## src/rtl/four_bit_counter.sv

```systemverilog
// four_bit_counter
//   Free-running synchronous up-counter with terminal-count and wrap-event
//   status. Advances on every rising clock edge while out of reset.
//
// Parameters
//   WIDTH      : counter width in bits (>= 2)
//   WRAP_CNT_W : width of the saturating wrap-event counter (>= 1)
//
// Ports
//   clk      : clock, all state updates on the rising edge
//   rst      : synchronous active-low reset, has priority over counting
//   q        : current count (registered)
//   tc       : terminal count, high while q is all-ones (combinational from q)
//   wrap     : one-cycle registered pulse in the cycle q is 0 after a rollover
//   wrap_cnt : registered count of rollovers since reset, saturates at all-ones

`timescale 1ns/1ps

module four_bit_counter #(
   parameter int unsigned WIDTH      = 4,
   parameter int unsigned WRAP_CNT_W = 8
) (
   input  logic                  clk,
   input  logic                  rst,
   output logic [WIDTH-1:0]      q,
   output logic                  tc,
   output logic                  wrap,
   output logic [WRAP_CNT_W-1:0] wrap_cnt
);

   // Depends only on q, so it is 0 throughout a held reset.
   always_comb begin
      tc = (q == '1);
   end

   always_ff @(posedge clk) begin
      if (!rst) begin
         q        <= '0;
         wrap     <= 1'b0;
         wrap_cnt <= '0;
      end else begin
         q    <= q + 1'b1;
         // Registering tc gives a pulse exactly in the cycle after max,
         // i.e. when q has rolled to 0; a reset-driven 0 never raises it.
         wrap <= tc;
         if (tc && (wrap_cnt != '1)) begin
            wrap_cnt <= wrap_cnt + 1'b1;
         end
      end
   end

endmodule

```

## config.mk

```make
export PLATFORM = sky130hd
export DESIGN_NAME = four_bit_counter
export DESIGN_NICKNAME = d
export VERILOG_FILES = /design/src/rtl/four_bit_counter.sv
export SDC_FILE = /design/constraint.sdc
export NUM_CORES = 1
export LEC_CHECK = 0
export ABC_AREA = 0
export BUFFER_PORTS_ARGS = -buffer_cell sky130_fd_sc_hd__buf_2
export CAP_MARGIN = 20
export CORE_MARGIN = 4
export CORE_UTILIZATION = 42
export DETAILED_ROUTE_END_ITERATION = 10
export GPL_ROUTABILITY_DRIVEN = 0
export PLACE_DENSITY = 0.69
export SETUP_SLACK_MARGIN = 0.02
export SLEW_MARGIN = 20
export SYNTH_ARGS = -nofsm -noshare
export SYNTH_HDL_FRONTEND = slang
export SYNTH_SLANG_ARGS = --single-unit
```

## constraint.sdc

```tcl
create_clock -name clk -period 1.35 [get_ports clk]
set_input_delay 0.135 -clock clk [delete_from_list [all_inputs] [get_ports clk]]
set_output_delay 0.135 -clock clk [all_outputs]
set_load 0.02 [all_outputs]
```

* Word level (Yosys, flattened, before mapping) *
Index checks and enable logic that the tools add are counted.

word-level totals
  output and inout bits = 14
  input bits = 2
  register bits = 13
  word-level logic and storage cells = 8

cells by class
  reductions and logical operators = 1
  equality and inequality tests = 2
  $add $sub $neg = 2

operator list
  kind                   number
  $add A8 B1 Y8 const B  1
  $ne A8 B8 Y1 const B   1
  $add A4 B1 Y4 const B  1
  $eq A4 B4 Y1 const B   1
  $logic_and A1 B1 Y1    1

* Logic depth before layout (Yosys ltp) *
Gate-level depths: netlist (run 1).

  word-level depth = 2
  mapped depth = 6
  gate-level depth less buffers = 6

* Least setup slack after synthesis (run 1) *
No wires, ideal clock.

  path kind = reg2reg
  from = register wrap_cnt[0]
  to = register wrap_cnt[0]
  slack = -0.164 ns
  arrival time = 1.399 ns
  cell stages (with the launch flop) = 6
  setup time = 0.115 ns
  buffers on the path = 0
  path through = dfxtp_1 > ha_1 > and4_1 > a41o_2 > xnor2_1 > and2_1

between the ends
  longest elaborated chain between the ends = 2
  elaborated cells between the ends (all ways) = 3
  those cells by class = 1 x add/sub; 1 x eq/ne; 1 x reduce/logical

ends and longest elaborated chain
  item                                                                   line  text
  start: declaration                                                     28    output logic [WRAP_CNT_W-1:0] wrap_cnt
  start signal: assignment                                               47    wrap_cnt <= wrap_cnt + 1'b1;
  parallel branches: the longest is 2 deep, another holds $add A8 B1 Y8  n/a

Parallel ways; which one is timed is not known.
A chain may end at the register's enable or synchronous reset.

* Worst setup path in the final report (run 1) *
  from = register q[0]
  to = output port tc

between the ends
  longest elaborated chain between the ends = 1

ends and longest elaborated chain
  item                      line  text
  start: declaration        25    output logic [WIDTH-1:0] q,
  start signal: assignment  42    q <= q + 1'b1;
  $eq A4 B4 Y1              33    tc = (q == '1);
  end: declaration          26    output logic tc,

Every way passes these cells.

==> results of run 1 <==
[kinds of logic (layout without fill, tap and decap cells)]
kind of cell / Yosys count / in the layout / synth area share [%]
simple gates: 27 / 27 / 26.6
compound gates: 13 / 13 / 14.4
flops: 13 / 13 / 47.0
xor+xnor: 3 / 3 / 4.74
fa+ha+maj: 2 / 2 / 4.51
buf+inv: 4 / 30 / 2.71
[area by class of cell]
cell class / instances / share of cell area, %
clock buffers: 4 / 3.27
inverters: 3 / 2.02
multi-input cells: 45 / 40.5
flip-flops and latches: 13 / 34.0
well taps: 14 / 2.18
repair buffers: 23 / 18.1
[Yosys cell counts (all sizes together)]
cell type	count
nand4	1
a31oi	4
and4	1
ha	2
clkbuf	1
nor2b	1
o21ai	7
and2	6
nand2	4
and3	1
a41o	1
nand3	10
nor3	1
nor2	2
inv	3
xor2	1
a31o	1
xnor2	2
dfxtp	13
[flip-flops by register name, indices dropped and copies added, names as in the netlist]
signal,count
q,4
wrap,1
wrap_cnt,8
[cells in the final DEF (no fill, tap or decap), drive strengths merged]
cell    netlist  final
dfxtp        13     13
and2          6      6
and4          1      1
nor3          1      1
buf           0     23
a41o          1      1
xor2          1      1
nand4         1      1
o21ai         7      7
a31oi         4      4
nand2         4      4
clkbuf        1      4
nand3        10     10
nor2b         1      1
and3          1      1
xnor2         2      2
ha            2      2
inv           3      3
nor2          2      2
a31o          1      1
[metal layers]
metal | share of wire (%) | up-vias | track usage, %
met5 | 0 | - | 0
met2 | 49 | 21 | 23.0
li1 | - | 272 | -
met1 | 41 | 232 | 16.4
met3 | 8.8 | 4 | 6.91
met4 | 1.6 | 0 | 9.64
[how the worst min path moves through the flow]
stage | endpoint | slack, ns | cells past startpoint
after floorplan | wrap_cnt[2]$_SDFFE_PN0P_ | 0.27 | 2
after global placement | wrap_cnt[3]$_SDFFE_PN0P_ | 0.50 | 3
after detailed placement | wrap_cnt[2]$_SDFFE_PN0P_ | 0.50 | 3
after CTS | wrap_cnt[3]$_SDFFE_PN0P_ | 0.21 | 3
after global routing | q[0]$_SDFF_PN0_ | 0.21 | 2
final | wrap_cnt[3]$_SDFFE_PN0P_ | 0.21 | 3
[metrics by stage]
stage | hold slack, ns | TNS (ns)
after detailed placement | 0.503 | -0.0110
after floorplan | 0.273 | 0
after global placement | 0.499 | 0
after CTS | 0.208 | 0
after global routing | 0.214 | -0.123
final | 0.213 | 0
[critical path: stages, from the launching register on]
cell     delay (ns)
dfxtp_4        0.36
ha_4           0.14
nand3_4        0.10
buf_6          0.15
inv_6          0.05
buf_6          0.11
[power groups by stage]
| stage | clock [mW] | sequential (mW) | combinational (mW) |
|---|---|---|---|
| detailed placement | 0 | 0.405 | 0.0430 |
| finish | 0.237 | 0.398 | 0.0512 |
| CTS | 0.243 | 0.398 | 0.0534 |
| global placement | 0 | 0.404 | 0.0408 |
| global route | 0.258 | 0.398 | 0.0553 |
| floorplan | 0 | 0.414 | 0.0142 |
[timing repair]
| action | CTS | global route |
|---|---|---|
| resized for setup | 7 | 2 |
| hold buffers | 0 | 0 |
| endpoints found under the hold margin | 0 | 0 |
| endpoints found under the setup margin | 5 | 6 |
| setup buffers | 3 | 0 |
| pin swaps | 1 | 2 |
| gates cloned | 0 | 0 |
==> results.md, run 1 <==
- Cell Area, Placed: 713 um2
- Mean cell area of the mapped netlist: 8.94 um2
- Pre-CTS setup slack: -0.0110 ns
- Seq/Total Area, Yosys: 47.0%
- Tcrit/Tclk final: 99.3%
- Starting Density: 47.3%
- Worst r2r src: wrap_cnt[0]$_SDFFE_PN0P_
- Final setup violating endpoints: 0
- Worst Setup SP: q[0]$_SDFF_PN0_
- Slack of the worst reg-to-reg path: 0.03 ns
- PD cells: 854 mW/mm2
- Worst Clk Skew: 0.000581 ns
- Placed Cells: 95
- Detailed-route via count: 529
- Mapped Cells: 62
- Int Pwr: 0.528 mW
- WL final: 1320 um
- Fmax: 0.746 GHz
- WP data arrival: 1.21 ns
- Fillers: 90
- Clk pwr share: 34.6%
- Clock slew at reported path FFs: 0.07 ns
- Final ANT Viol Nets: 0
- Post-Syn Area: 554 um2
- Die area: 0.00196 mm2
- Rows: 12
- Synth warn: 0
- Final Hold Fails: 0
- Critical Path End: tc
- Sw Share: 23.0%
- DR DRC count: 0
- Io pins: 16
- RSZ-0062 raised after global routing: yes
- HPWL after DPL: 944 um
- Chip height: 44.3 um
- Area grow syn2layout: 44.9%
- FF/Latch Area: 273 um2
- Hold Path Origin: rst
- Leading area contributor after synthesis: dfxtp_1
- Final Max Slew Viols: 0
- Total chip power: 0.686 mW
- Max-cap violations: 0
- Max VDD drop: 0.000663 V
- Layout cells sized above 1: 43.2%
- Ant. Diodes: 0
- Layout Utilization: 68.6%
- Worst-case reg-to-reg path depth: 5
- Wire per inst: 12.9 um
- Critical Path Sink Type: primary output
- Switching power: 0.158 mW
- Die width: 44.3 um
- Clock Latency Late Sink: 0.28 ns
- Synth cell types: 19
- Area occupied by multi-input gates: 325 um2
- Worst r2r dst: wrap_cnt[0]$_SDFFE_PN0P_
- Clock Path Buffers: 2
- Synth top area share: 47.0%
- Initial antenna violation count: 0
- Htree depth: 1
- Main area contributors after synthesis: dfxtp_1 47%, nand3_1 9.0%, and2_1 6.8%, o21ai_0 6.3%, a31oi_1 4.5%
- Vias in the first global route: 492
- Required time worst endpoint: 1.22 ns
- Status: finished, final reports clean
- Finished Cell Area: 803 um2
- Largest net degree at the start of global routing: 16
- WS Path Type: flop to primary output
- Nets: 93
- Port Buffers: 15
- Min-delay worst type: input port to flop
- Setup slack after layout: 0.00908 ns
- Total GRT Usage: 14.9%
- Crit Path Max Fanout: 5
- Core area: 0.00117 mm2
- Leak: 0.365 nW
- Sequential group share of total power: 58.0%
- Pin slew with the least headroom to its limit: 0.218 ns
- Routed vias/inst: 5.19
- CP startpoint kind: flop
- Cts bufs inserted: 3
- Gr ovfl total: 0
- Root Driver: clkbuf_4
- #FFs+latches synth: 13
- Global-route wire length before repair: 2080 um
- Drt first pass iters: 4
- Final cell count without fillers: 102
- Initial DRC count: 15
- Mapped Nets: 66
- Rel. slew slack: 85.5%
- CTS tree: yes
- Min Tclk post-route: 1.34 ns
- Logic pwr share: 7.5%
- CTS Sinks: 13
No activity file was read; power rests on OpenSTA's default activity.
==> run 2: changes to the inputs <==
==> constraint.sdc (replaced) <==
create_clock -name clk -period 1.35 [get_ports clk]
set_input_delay 0.135 -clock clk [delete_from_list [all_inputs] [get_ports clk]]
set_output_delay 0.135 -clock clk [all_outputs]
set_load 0.01 [all_outputs]
==> run 2 against run 1 <==
  * Non-clock buffer count unchanged
  * Sequential share of layout area down 0.31 points
  * Critical path depth unchanged
  * Flip-flop and latch count unchanged
  * Core utilization down 0.64 points
  * Worst hold slack worse by 0.0028 ns
  * Worst setup slack better by 0.045 ns
  * Count of clock-buffer cells in the layout unchanged
  * Register-to-register slack better by 0.02 ns
  * Critical path type is now flop to flop
  * Largest cell class unchanged
  * Largest power group unchanged
  * Highest routed layer unchanged
==> results.md, run 2 (synthesized netlist as in run 1, its figures left out) <==
- Status: finished, final reports clean (unchanged)
- Critical Path Sink Type: flop (was primary output)
- Tcrit/Tclk final: 96.0% (was 99.3%)
- Fillers: 93 (was 90)
- CP Cell Sequence: ha_4 -> and4_4 -> a41o_4 -> xnor2_1 -> and2_1 (was ha_4 -> nand3_4 -> buf_6 -> inv_6 -> buf_6)
- Port Buffers: 15 (unchanged)
- Root Driver: clkbuf_4 (unchanged)
- Max VDD drop: 0.000612 V (was 0.000663 V)
- Cts bufs inserted: 3 (unchanged)
- CP delay by family, top: flip-flops (unchanged)
- Clock slew at reported path FFs: 0.08 ns (was 0.07 ns)
- Max-cap violations: 0 (unchanged)
- Gr ovfl total: 0 (unchanged)
- Io pins: 16 (unchanged)
- Clock Latency Late Sink: 0.28 ns (about the same)
- CTS tree: yes (unchanged)
- Die width: 44.3 um (unchanged)
- Slowest cell delay on critical path: 0.36 ns (about the same)
- RSZ-0062 raised after global routing: no (was yes)
- Crit Path Max Fanout: 4 (was 5)
- Routed vias/inst: 5.45 (was 5.19)
- Min-delay worst type: input port to flop (unchanged)
- Htree depth: 1 (unchanged)
- CTS Sinks: 13 (unchanged)
- Largest Register: wrap_cnt (unchanged)
- WP data arrival: 1.47 ns (was 1.21 ns)
- CP startpoint kind: flop (unchanged)
- Clock Path Buffers: 2 (unchanged)
- Drt first pass iters: 4 (unchanged)
- Die area: 0.00196 mm2 (unchanged)
- Worst Clk Skew: 0.00603 ns (was 0.000581 ns)
- Largest register FFs: 8 (unchanged)
- Min Tclk post-route: 1.30 ns (was 1.34 ns)
- Rows: 12 (unchanged)
- Required time worst endpoint: 1.53 ns (was 1.22 ns)
- Most frequent cells in the layout: 15 x buf_2, 9 x nand3_1, 9 x dfxtp_1, 8 x buf_4, 7 x o21ai_0 (was 14 x buf_2, 9 x nand3_1, 9 x dfxtp_1, 7 x o21ai_0, 7 x buf_4)
- Slowest-stage cell, CP: dfxtp_4 (unchanged)
- HPWL after DPL: 840 um (was 944 um)
- Largest net degree at the start of global routing: 16 (unchanged)
- Final Hold Fails: 0 (unchanged)
- Buffers & Inverters on Critical Path: 0 (was 3)
- Starting Density: 47.3% (unchanged)
- WL final: 1260 um (was 1320 um)
- Initial DRC count: 5 (was 15)
- Rel. slew slack: 84.9% (was 85.5%)
- DR DRC count: 0 (unchanged)
- Vias in the first global route: 484 (was 492)
- Global-route wire length before repair: 2020 um (was 2080 um)
- Commonest non-fill, non-tap cell in the layout: buf_2 (unchanged)
- Initial antenna violation count: 0 (unchanged)
- Final ANT Viol Nets: 0 (unchanged)
- Largest regs: wrap_cnt (8), q (4), wrap (1) (unchanged)
- Pre-CTS setup slack: 0.000213 ns (was -0.0110 ns)
- TNS Setup: 0 ns (unchanged)
- Area grow syn2layout: 43.6% (was 44.9%)
- Setup slack after layout: 0.0540 ns (was 0.00908 ns)
- Final Max Slew Viols: 0 (unchanged)
- Chip height: 44.3 um (unchanged)
- Total GRT Usage: 14.1% (was 14.9%)
- Final setup violating endpoints: 0 (unchanged)
- Ant. Diodes: 0 (unchanged)
- Wire per inst: 12.4 um (was 12.9 um)
- WS Path Type: flop to flop (was flop to primary output)
- PD cells: 859 mW/mm2 (was 854 mW/mm2)
- Core area: 0.00117 mm2 (unchanged)
- Pin slew with the least headroom to its limit: 0.227 ns (was 0.218 ns)
- Fmax: 0.772 GHz (was 0.746 GHz)
- Detailed-route via count: 556 (was 529)
- Nets: 93 (unchanged)
- Layout cells sized above 1: 43.2% (unchanged)
- Leak: 0.366 nW (was 0.365 nW)
## run 2: cell counts in the layout (fill, tap and decap cells not counted)
No cell type changed its count.
## run 2: worst paths after layout
check / startpoint / to / slack (ns) / cells after the start
worst max-delay path: wrap_cnt[0]$_SDFFE_PN0P_ / wrap_cnt[0]$_SDFFE_PN0P_ / 0.05 / 5
worst min-delay path: rst / q[0]$_SDFF_PN0_ / 0.21 / 2
worst max register to register: wrap_cnt[0]$_SDFFE_PN0P_ / wrap_cnt[0]$_SDFFE_PN0P_ / 0.05 / 5
worst min register to register: q[0]$_SDFF_PN0_ / q[0]$_SDFF_PN0_ / 0.53 / 2
## run 2: power breakdown
| group | internal [mW] | switching [mW] | total, mW |
|---|---|---|---|
| sequential | 0.390 | 0.00878 | 0.399 |
| combinational | 0.0240 | 0.0206 | 0.0447 |
| clock | 0.115 | 0.126 | 0.240 |
| total | 0.528 | 0.155 | 0.684 |
## run 2: layout make-up
type	instances	area (um2)	area share, %
Multi-Input combinational cell	45	335	42.1
Sequential cell	13	268	33.6
Timing Repair Buffer	23	135	17.0
Clock buffer	4	26.3	3.30
Tap cell	14	17.5	2.20
Inverter	3	13.8	1.73
## run 2: worst reg2reg max path: cells and delay by family, from the launching register on
family                     cells  cell delay, ns
and+or+nand+nor                2            0.34
AOI/OAI and AO/OA              1            0.22
adders and majority gates      1            0.16
xor gates and xnor gates       1            0.11
DFF                            1            0.36
## run 2: metrics by stage
step	utilization, %	power [mW]	cell area, um2	std cells	hold slack (ns)
detailed placement	60.5	0.447	708	96	0.492
finish	67.9	0.684	796	102	0.211
global route	67.9	0.722	796	102	0.208
floorplan	-	0.425	574	62	0.273
CTS	63.6	0.680	744	100	0.208
global placement	60.5	0.447	708	96	0.491
## run 2: routing by layer
metal,track usage (%),share of wire (%),vias up
li1,-,-,276
met1,18.3,45,255
met2,18.9,44,18
met3,4.88,6.5,7
met4,10.2,4.3,0
met5,0,0,-
## run 2: timing repair
action / 4_1_cts / 5_1_grt
hold buffers: 0 / 0
pin swaps: 1 / 2
buffers inserted: 0 / 2
setup endpoints to repair: 3 / 4
cloned: 0 / 0
resized for setup: 4 / 5
